[config.mk]
export PLATFORM = sky130hd
export DESIGN_NAME = pkt_read_sequencer
export DESIGN_NICKNAME = d
export VERILOG_FILES = /design/src/rtl/pkt_read_sequencer.sv
export SDC_FILE = /design/constraint.sdc
export NUM_CORES = 1
export LEC_CHECK = 0
export ABC_CLOCK_PERIOD_IN_PS = 2300
export BUFFER_PORTS_ARGS = -buffer_cell sky130_fd_sc_hd__buf_2
export CORE_MARGIN = 5
export CORE_UTILIZATION = 55
export DETAILED_ROUTE_END_ITERATION = 12
export PLACE_DENSITY = 0.8
export SETUP_SLACK_MARGIN = 0.1
export SLEW_MARGIN = 20
export SYNTH_ARGS = -nofsm -noshare
export SYNTH_HDL_FRONTEND = slang
export SYNTH_SLANG_ARGS = --single-unit
[constraint.sdc]
create_clock -name clk -period 2.3 [get_ports clk]
set_input_delay 0.23 -clock clk [delete_from_list [all_inputs] [get_ports clk]]
set_output_delay 0.23 -clock clk [all_outputs]
set_load 0.005 [all_outputs]
[src/rtl/pkt_read_sequencer.sv]
// Packet read sequencer: streams L words per enabled channel from memory (or a self-test
// pattern) through a 2-entry fall-through buffer. Define PKT_SEQ_CHKSUM_EN for a checksum beat.
module pkt_read_sequencer #(
    parameter int DATA_W   = 18,
    parameter int ADDR_W   = 16,
    parameter int NUM_CH   = 4,
    parameter int BASE_LEN = 216
) (
    input  logic                      clk,
    input  logic                      rstn,
    input  logic                      cfg_start,
    input  logic                      cfg_again,
    input  logic [1:0]                cfg_data_len,
    input  logic [1:0]                cfg_idle_len,
    input  logic [3:0]                cfg_gap,
    input  logic [NUM_CH-1:0]         cfg_ch_en,
    input  logic                      cfg_self_test,
    output logic                      mem_rd_en,
    output logic [ADDR_W-1:0]         mem_addr,
    input  logic [DATA_W-1:0]         mem_rdata,
    output logic [DATA_W-1:0]         dout,
    output logic [$clog2(NUM_CH)-1:0] dout_ch,
    output logic                      dout_sop,
    output logic                      dout_eop,
    output logic                      dout_valid,
    input  logic                      dout_ready,
    output logic                      busy,
    output logic                      done,
    output logic [7:0]                seq_num
);
    localparam int CH_W  = $clog2(NUM_CH);
    localparam int OFF_W = ADDR_W - CH_W;

    localparam logic [2:0] S_IDLE = 3'd0;
    localparam logic [2:0] S_READ = 3'd1;
    localparam logic [2:0] S_GAP  = 3'd2;
    localparam logic [2:0] S_TAIL = 3'd3;
    localparam logic [2:0] S_DONE = 3'd4;

    typedef struct packed {
        logic [DATA_W-1:0] data;
        logic [CH_W-1:0]   ch;
        logic              sop;
        logic              eop;
    } beat_t;

    logic [2:0]        state_q, state_d;
    logic [CH_W-1:0]   ch_q, ch_d;
    logic [OFF_W-1:0]  off_q, off_d;
    logic              issued_q, issued_d;
    logic [7:0]        cnt_q, cnt_d;
    logic [1:0]        len_sel_q, len_sel_d, idle_sel_q, idle_sel_d;
    logic [3:0]        gap_q, gap_d;
    logic [NUM_CH-1:0] ch_en_q, ch_en_d;
    logic              self_test_q, self_test_d;
    logic [7:0]        seq_q, seq_d;
    logic              done_q, done_d;
    logic              pend_q, pend_sop_q, pend_eop_q;
    logic [CH_W-1:0]   pend_ch_q;
    logic [OFF_W-1:0]  pend_off_q;
    logic [1:0]        occ_q, occ_d;
    beat_t             buf0_q, buf0_d, buf1_q, buf1_d;

    logic [OFF_W-1:0]  pkt_len, last_off;
    logic              last_slot, issue, out_valid, pop;
    logic [DATA_W-1:0] src_data;
    beat_t             arr, head, out_beat;
    logic [CH_W:0]     first_pick, next_pick;

    // Returns {found, index} of the lowest set mask bit at or above 'from'.
    function automatic logic [CH_W:0] first_from(input logic [NUM_CH-1:0] mask, input int from);
        logic [CH_W:0] res;
        res = '0;
        for (int i = NUM_CH - 1; i >= 0; i--)
            if (mask[i] && i >= from) res = {1'b1, CH_W'(i)};
        return res;
    endfunction

    function automatic logic [7:0] tail_cnt(input logic [1:0] sel);
        return (8'd16 << sel) - 8'd1;
    endfunction

    assign pkt_len   = OFF_W'(BASE_LEN) << len_sel_q;
    assign last_slot = (off_q == last_off);
    // A read may only be launched if its data is guaranteed a buffer slot on arrival.
    assign issue     = (state_q == S_READ) && !issued_q && ((occ_q + {1'b0, pend_q}) < 2'd2);
    assign mem_addr  = {ch_q, off_q};
    assign src_data  = self_test_q ? DATA_W'({pend_ch_q, pend_off_q}) : mem_rdata;

`ifdef PKT_SEQ_CHKSUM_EN
    logic              pend_cks_q;
    logic [DATA_W-1:0] sum_q, sum_d;

    // The checksum occupies slot offset L, issued like a read but served from sum_q.
    assign last_off  = pkt_len;
    assign mem_rd_en = issue && !self_test_q && (off_q != pkt_len);

    always_comb begin
        arr.data = pend_cks_q ? sum_q : src_data;
        arr.ch   = pend_ch_q;
        arr.sop  = pend_sop_q;
        arr.eop  = pend_eop_q;
        sum_d    = sum_q;
        if (pend_q && !pend_cks_q) sum_d = pend_sop_q ? src_data : sum_q + src_data;
    end

    always_ff @(posedge clk or negedge rstn) begin
        if (!rstn) begin
            pend_cks_q <= 1'b0;
            sum_q      <= '0;
        end else begin
            pend_cks_q <= (off_q == pkt_len);
            sum_q      <= sum_d;
        end
    end
`else
    assign last_off  = pkt_len - OFF_W'(1);
    assign mem_rd_en = issue && !self_test_q;

    always_comb begin
        arr.data = src_data;
        arr.ch   = pend_ch_q;
        arr.sop  = pend_sop_q;
        arr.eop  = pend_eop_q;
    end
`endif

    assign out_valid  = (occ_q != 2'd0) || pend_q;
    assign head       = (occ_q != 2'd0) ? buf0_q : arr;
    assign out_beat   = out_valid ? head : '0;
    assign pop        = out_valid && dout_ready;
    assign dout       = out_beat.data;
    assign dout_ch    = out_beat.ch;
    assign dout_sop   = out_beat.sop;
    assign dout_eop   = out_beat.eop;
    assign dout_valid = out_valid;
    assign busy       = (state_q == S_READ) || (state_q == S_GAP) || (state_q == S_TAIL);
    assign done       = done_q;
    assign seq_num    = seq_q;

    // NOTE: every signal written here gets a default first, so no latch can be inferred.
    always_comb begin
        occ_d  = occ_q;
        buf0_d = buf0_q;
        buf1_d = buf1_q;
        case (occ_q)
            2'd0: if (pend_q && !pop) begin buf0_d = arr; occ_d = 2'd1; end
            2'd1: begin
                if (pop) begin
                    if (pend_q) buf0_d = arr;
                    else        occ_d  = 2'd0;
                end else if (pend_q) begin
                    buf1_d = arr;
                    occ_d  = 2'd2;
                end
            end
            default: if (pop) begin buf0_d = buf1_q; occ_d = 2'd1; end
        endcase
    end

    always_comb begin
        state_d     = state_q;
        ch_d        = ch_q;
        off_d       = off_q;
        issued_d    = issued_q;
        cnt_d       = cnt_q;
        len_sel_d   = len_sel_q;
        idle_sel_d  = idle_sel_q;
        gap_d       = gap_q;
        ch_en_d     = ch_en_q;
        self_test_d = self_test_q;
        seq_d       = seq_q;
        done_d      = 1'b0;
        first_pick  = first_from(cfg_ch_en, 0);
        next_pick   = first_from(ch_en_q, int'(ch_q) + 1);
        if (pop && out_beat.sop) seq_d = seq_q + 8'd1;
        case (state_q)
            S_IDLE, S_DONE: begin
                if (cfg_start || (cfg_again && state_q == S_DONE)) begin
                    len_sel_d   = cfg_data_len;
                    idle_sel_d  = cfg_idle_len;
                    gap_d       = cfg_gap;
                    ch_en_d     = cfg_ch_en;
                    self_test_d = cfg_self_test;
                    off_d       = '0;
                    issued_d    = 1'b0;
                    if (cfg_start) seq_d = 8'd0;
                    if (first_pick[CH_W]) begin
                        ch_d    = first_pick[CH_W-1:0];
                        state_d = S_READ;
                    end else begin
                        state_d = S_TAIL;
                        cnt_d   = tail_cnt(cfg_idle_len);
                    end
                end
            end
            S_READ: begin
                if (issue) begin
                    off_d = off_q + OFF_W'(1);
                    if (last_slot) issued_d = 1'b1;
                end
                if (pop && out_beat.eop) begin
                    off_d    = '0;
                    issued_d = 1'b0;
                    if (next_pick[CH_W]) begin
                        ch_d = next_pick[CH_W-1:0];
                        if (gap_q != 4'd0) begin
                            state_d = S_GAP;
                            cnt_d   = {4'd0, gap_q} - 8'd1;
                        end
                    end else begin
                        state_d = S_TAIL;
                        cnt_d   = tail_cnt(idle_sel_q);
                    end
                end
            end
            S_GAP: begin
                if (cnt_q == 8'd0) state_d = S_READ;
                else               cnt_d   = cnt_q - 8'd1;
            end
            S_TAIL: begin
                if (cnt_q == 8'd0) begin
                    state_d = S_DONE;
                    done_d  = 1'b1;
                end else begin
                    cnt_d = cnt_q - 8'd1;
                end
            end
            default: state_d = S_IDLE;
        endcase
    end

    // NOTE: the buffer entries are reset too; they are only two registers and a clean reset
    // guarantees no stale beat can surface after rstn.
    always_ff @(posedge clk or negedge rstn) begin
        if (!rstn) begin
            state_q     <= S_IDLE;
            ch_q        <= '0;
            off_q       <= '0;
            issued_q    <= 1'b0;
            cnt_q       <= '0;
            len_sel_q   <= '0;
            idle_sel_q  <= '0;
            gap_q       <= '0;
            ch_en_q     <= '0;
            self_test_q <= 1'b0;
            seq_q       <= '0;
            done_q      <= 1'b0;
            pend_q      <= 1'b0;
            pend_ch_q   <= '0;
            pend_off_q  <= '0;
            pend_sop_q  <= 1'b0;
            pend_eop_q  <= 1'b0;
            occ_q       <= '0;
            buf0_q      <= '0;
            buf1_q      <= '0;
        end else begin
            state_q     <= state_d;
            ch_q        <= ch_d;
            off_q       <= off_d;
            issued_q    <= issued_d;
            cnt_q       <= cnt_d;
            len_sel_q   <= len_sel_d;
            idle_sel_q  <= idle_sel_d;
            gap_q       <= gap_d;
            ch_en_q     <= ch_en_d;
            self_test_q <= self_test_d;
            seq_q       <= seq_d;
            done_q      <= done_d;
            pend_q      <= issue;
            pend_ch_q   <= ch_q;
            pend_off_q  <= off_q;
            pend_sop_q  <= (off_q == '0);
            pend_eop_q  <= last_slot;
            occ_q       <= occ_d;
            buf0_q      <= buf0_d;
            buf1_q      <= buf1_d;
        end
    end
endmodule

==> flow_metrics.tcl <==
set metrics [dict create \
    status "complete, no violations" \
    n_antenna_cell 0 \
    synth_top_flop_cell "dfrtp_1" \
    skew_ps 15.2 \
    crit_type "flip-flop to output pin" \
    ios 86 \
    synth.most_common_cell "dfrtp_1" \
    drc_errors 0 \
    timing.fmax_mhz 465 \
    ys_seq_elements 114 \
    crit_required_ps 2070 \
    grt_max_degree 115 \
    dieArea_um2 12700 \
    wl_um 14600 \
    insertion_delay_ps 510 \
    dp_slack_ps 229 \
    ys_types 64 \
    critical_path_arrival_ps 1920 \
    fp.dieW_um 113 \
    top_layer_used "met4" \
    overflow 0 \
    drt_iter0_drc 469 \
    critPathCaptureType "output pin" \
    post-route-period-util_pct 93.5 \
    nFillCells 780 \
    antenna_found_initial 0 \
    tns_ps 0 \
    p_per_area_nw_per_um2 646 \
    synth_edf_count 0 \
    leakage_nw 3.50 \
    hold_path_class "input pin to flip-flop" \
    wl_met2_um 7440 \
    synth.area.top_cells "dfrtp_1 49%, o21ai_0 4.8%, nor2_1 4.6%" \
    ys_async_sr_fraction_pct 100 \
    rsz0062_at_grt "yes" \
    syn_to_final_growth_pct 23.3 \
    tritoncts "done" \
    hold_violations 0 \
    grt_pass1_wl_um 24100 \
    cap_violations 0 \
    irDropWorstVdd_v 0.000583 \
    clock_path_buffers 2 \
    yosysTopAreaCell "dfrtp_1" \
    route.met3.wl_um 772 \
    cts_root_buf "clkbuf_8" \
    final.setup.worst_slack_ps 149 \
    syn_inst 609 \
    tightest_slew_ps 600 \
    finalSetupViolations 0 \
    final_layout_size_suffix_gt1_share_pct 23.4 \
    synth_top_area_share_pct 49.1 \
    max_slew_margin_pct 60.0 \
    cts_sinks 114 \
    die-height_um 113 \
    avgSynthCellArea_um2 9.55 \
    rows 37 \
    cp-start-kind "flip-flop" \
    grt_usage_pct 23.5 \
    io_buffers 85 \
    via_count 4914 \
    initial_core_util_pct 56.3 \
    hpwlAfterDp_um 9560 \
    synthTopCellsByCount "114 x dfrtp_1, 71 x nor2_1, 60 x nand2_1" \
    dr.pass1.iters 5 \
    core-area_um2 10300 \
    crit_fanout 16 \
    htree_num_levels 4 \
    wl_per_cell_um 17.1 \
    synth_fp_nets 656 \
    nNetsFinal 753 \
    first_global_vias 4828 \
    routabilityCongestion 0.852 \
    drt-met1-wl_um 6120 \
    yosysWarningCount 0 \
    vias_per_cell 5.75 \
    numCtsBuffers 17 \
    syn_area_um2 5810 \
    ys_seq_area_share_pct 49.1 \
    clkTransAtPathRegs_ps 60 \
    final_antenna_net_count 0 \
    fin_crit_ps 2150 \
    slew_violations 0 \
]
kinds of logic (layout without fill, tap and decap cells):
kind of cell | Yosys count | count (layout) | share of synthesized area, %
and+or+nand+nor | 215 | 215 | 17.8
AOI/OAI and AO/OA | 145 | 145 | 15.1
DFF | 114 | 114 | 49.1
buffers and inverters | 55 | 165 | 3.87
muxes | 41 | 41 | 7.60
xor gates and xnor gates | 28 | 28 | 4.22
adders and majority gates | 11 | 11 | 2.37
per-stage QoR:
stage	hold slack (ps)	power, W	area, um^2	utilization [%]	instances
2_1_floorplan	-65.6	0.00206	5810	-	609
3_3_place_gp	359	0.00214	6410	62.1	807
3_5_place_dp	362	0.00214	6410	62.1	807
5_1_grt	48.7	0.00477	7170	69.4	855
4_1_cts	34.6	0.00466	7160	69.3	855
6_report	44.5	0.00463	7170	69.4	855
layout make-up:
class	count	area (um^2)	share of cell area, %
well taps	136	170	2.37
clock buffers	19	432	6.02
inverters	15	56.3	0.786
repair buffers	118	748	10.4
clock inverters	13	136	1.90
multi-input cells	440	2770	38.6
flip-flops and latches	114	2860	39.9
metal layers:
| metal | up-vias | global-route usage [%] |
|---|---|---|
| met5 | - | 0 |
| met4 | 0 | 8.57 |
| met2 | 158 | 39.3 |
| met3 | 31 | 5.35 |
| li1 | 2317 | - |
| met1 | 2408 | 29.9 |
worst max-delay path, cell delays in order (launching register included):
cell and delay, ps:
dfrtp_1 450, or2_1 280, or2_4 330, o21ai_1 210, buf_2 150
sequential cells by signal, indices dropped and copies added (netlist names), 2 cells and up:
name / count
pend_off_q: 14
state_q: 3
pend_ch_q: 2
len_sel_q: 2
idle_sel_q: 2
ch_q: 2
ch_en_q: 3
buf0_q: 22
cnt_q: 8
buf1_q: 22
occ_q: 2
off_q: 14
seq_num: 8
gap_q: 4
placed cells by master, fill, tap and decap left out, types with 6 or more instances in the layout:
cell type	instances
nand4_1	14
and3_1	6
mux2_2	10
o22ai_1	7
a21oi_1	41
inv_1	15
nor2_1	71
o21ai_0	49
nand3_1	12
nand2_1	60
nor3_1	9
o21ai_1	8
buf_4	17
ha_1	11
dlygate4sd3_1	14
xnor2_1	10
nor2b_1	6
clkbuf_16	16
xor2_1	18
mux2i_1	25
dfrtp_1	110
a21o_1	6
buf_2	84
path summary, 6_finish.rpt:
check | startpoint | end | slack (ps) | cells after the start
worst max-delay path | occ_q[1]$_DFFE_PN0P_ | dout[1] | 150 | 4
max in group asynchronous | rstn | state_q[0]$_DFFE_PN0P_ | 1490 | 3
worst max register to register | cnt_q[3]$_DFFE_PN0P_ | cnt_q[1]$_DFFE_PN0P_ | 210 | 5
worst min-delay path | dout_ready | occ_q[1]$_DFFE_PN0P_ | 40 | 2
min in group asynchronous | rstn | buf0_q[13]$_DFFE_PN0P_ | 340 | 3
worst min register to register | off_q[12]$_DFFE_PN0P_ | pend_off_q[12]$_DFF_PN0_ | 440 | 0
power by group:
part           switching [W]  internal, W  total, W
Combinational      0.0000666    0.0000485  0.000115
Clock               0.000939      0.00156   0.00250
Sequential       0.000000972      0.00201   0.00201
Total                0.00101      0.00362   0.00463
repair_timing:
item,CTS,global route
gates resized for setup,12,6
buffers inserted,2,0
hold buffers,14,0
setup endpoints to repair,19,7
pin swaps,1,0
hold endpoints to repair,127,0
(Power assumes the default switching activity.)
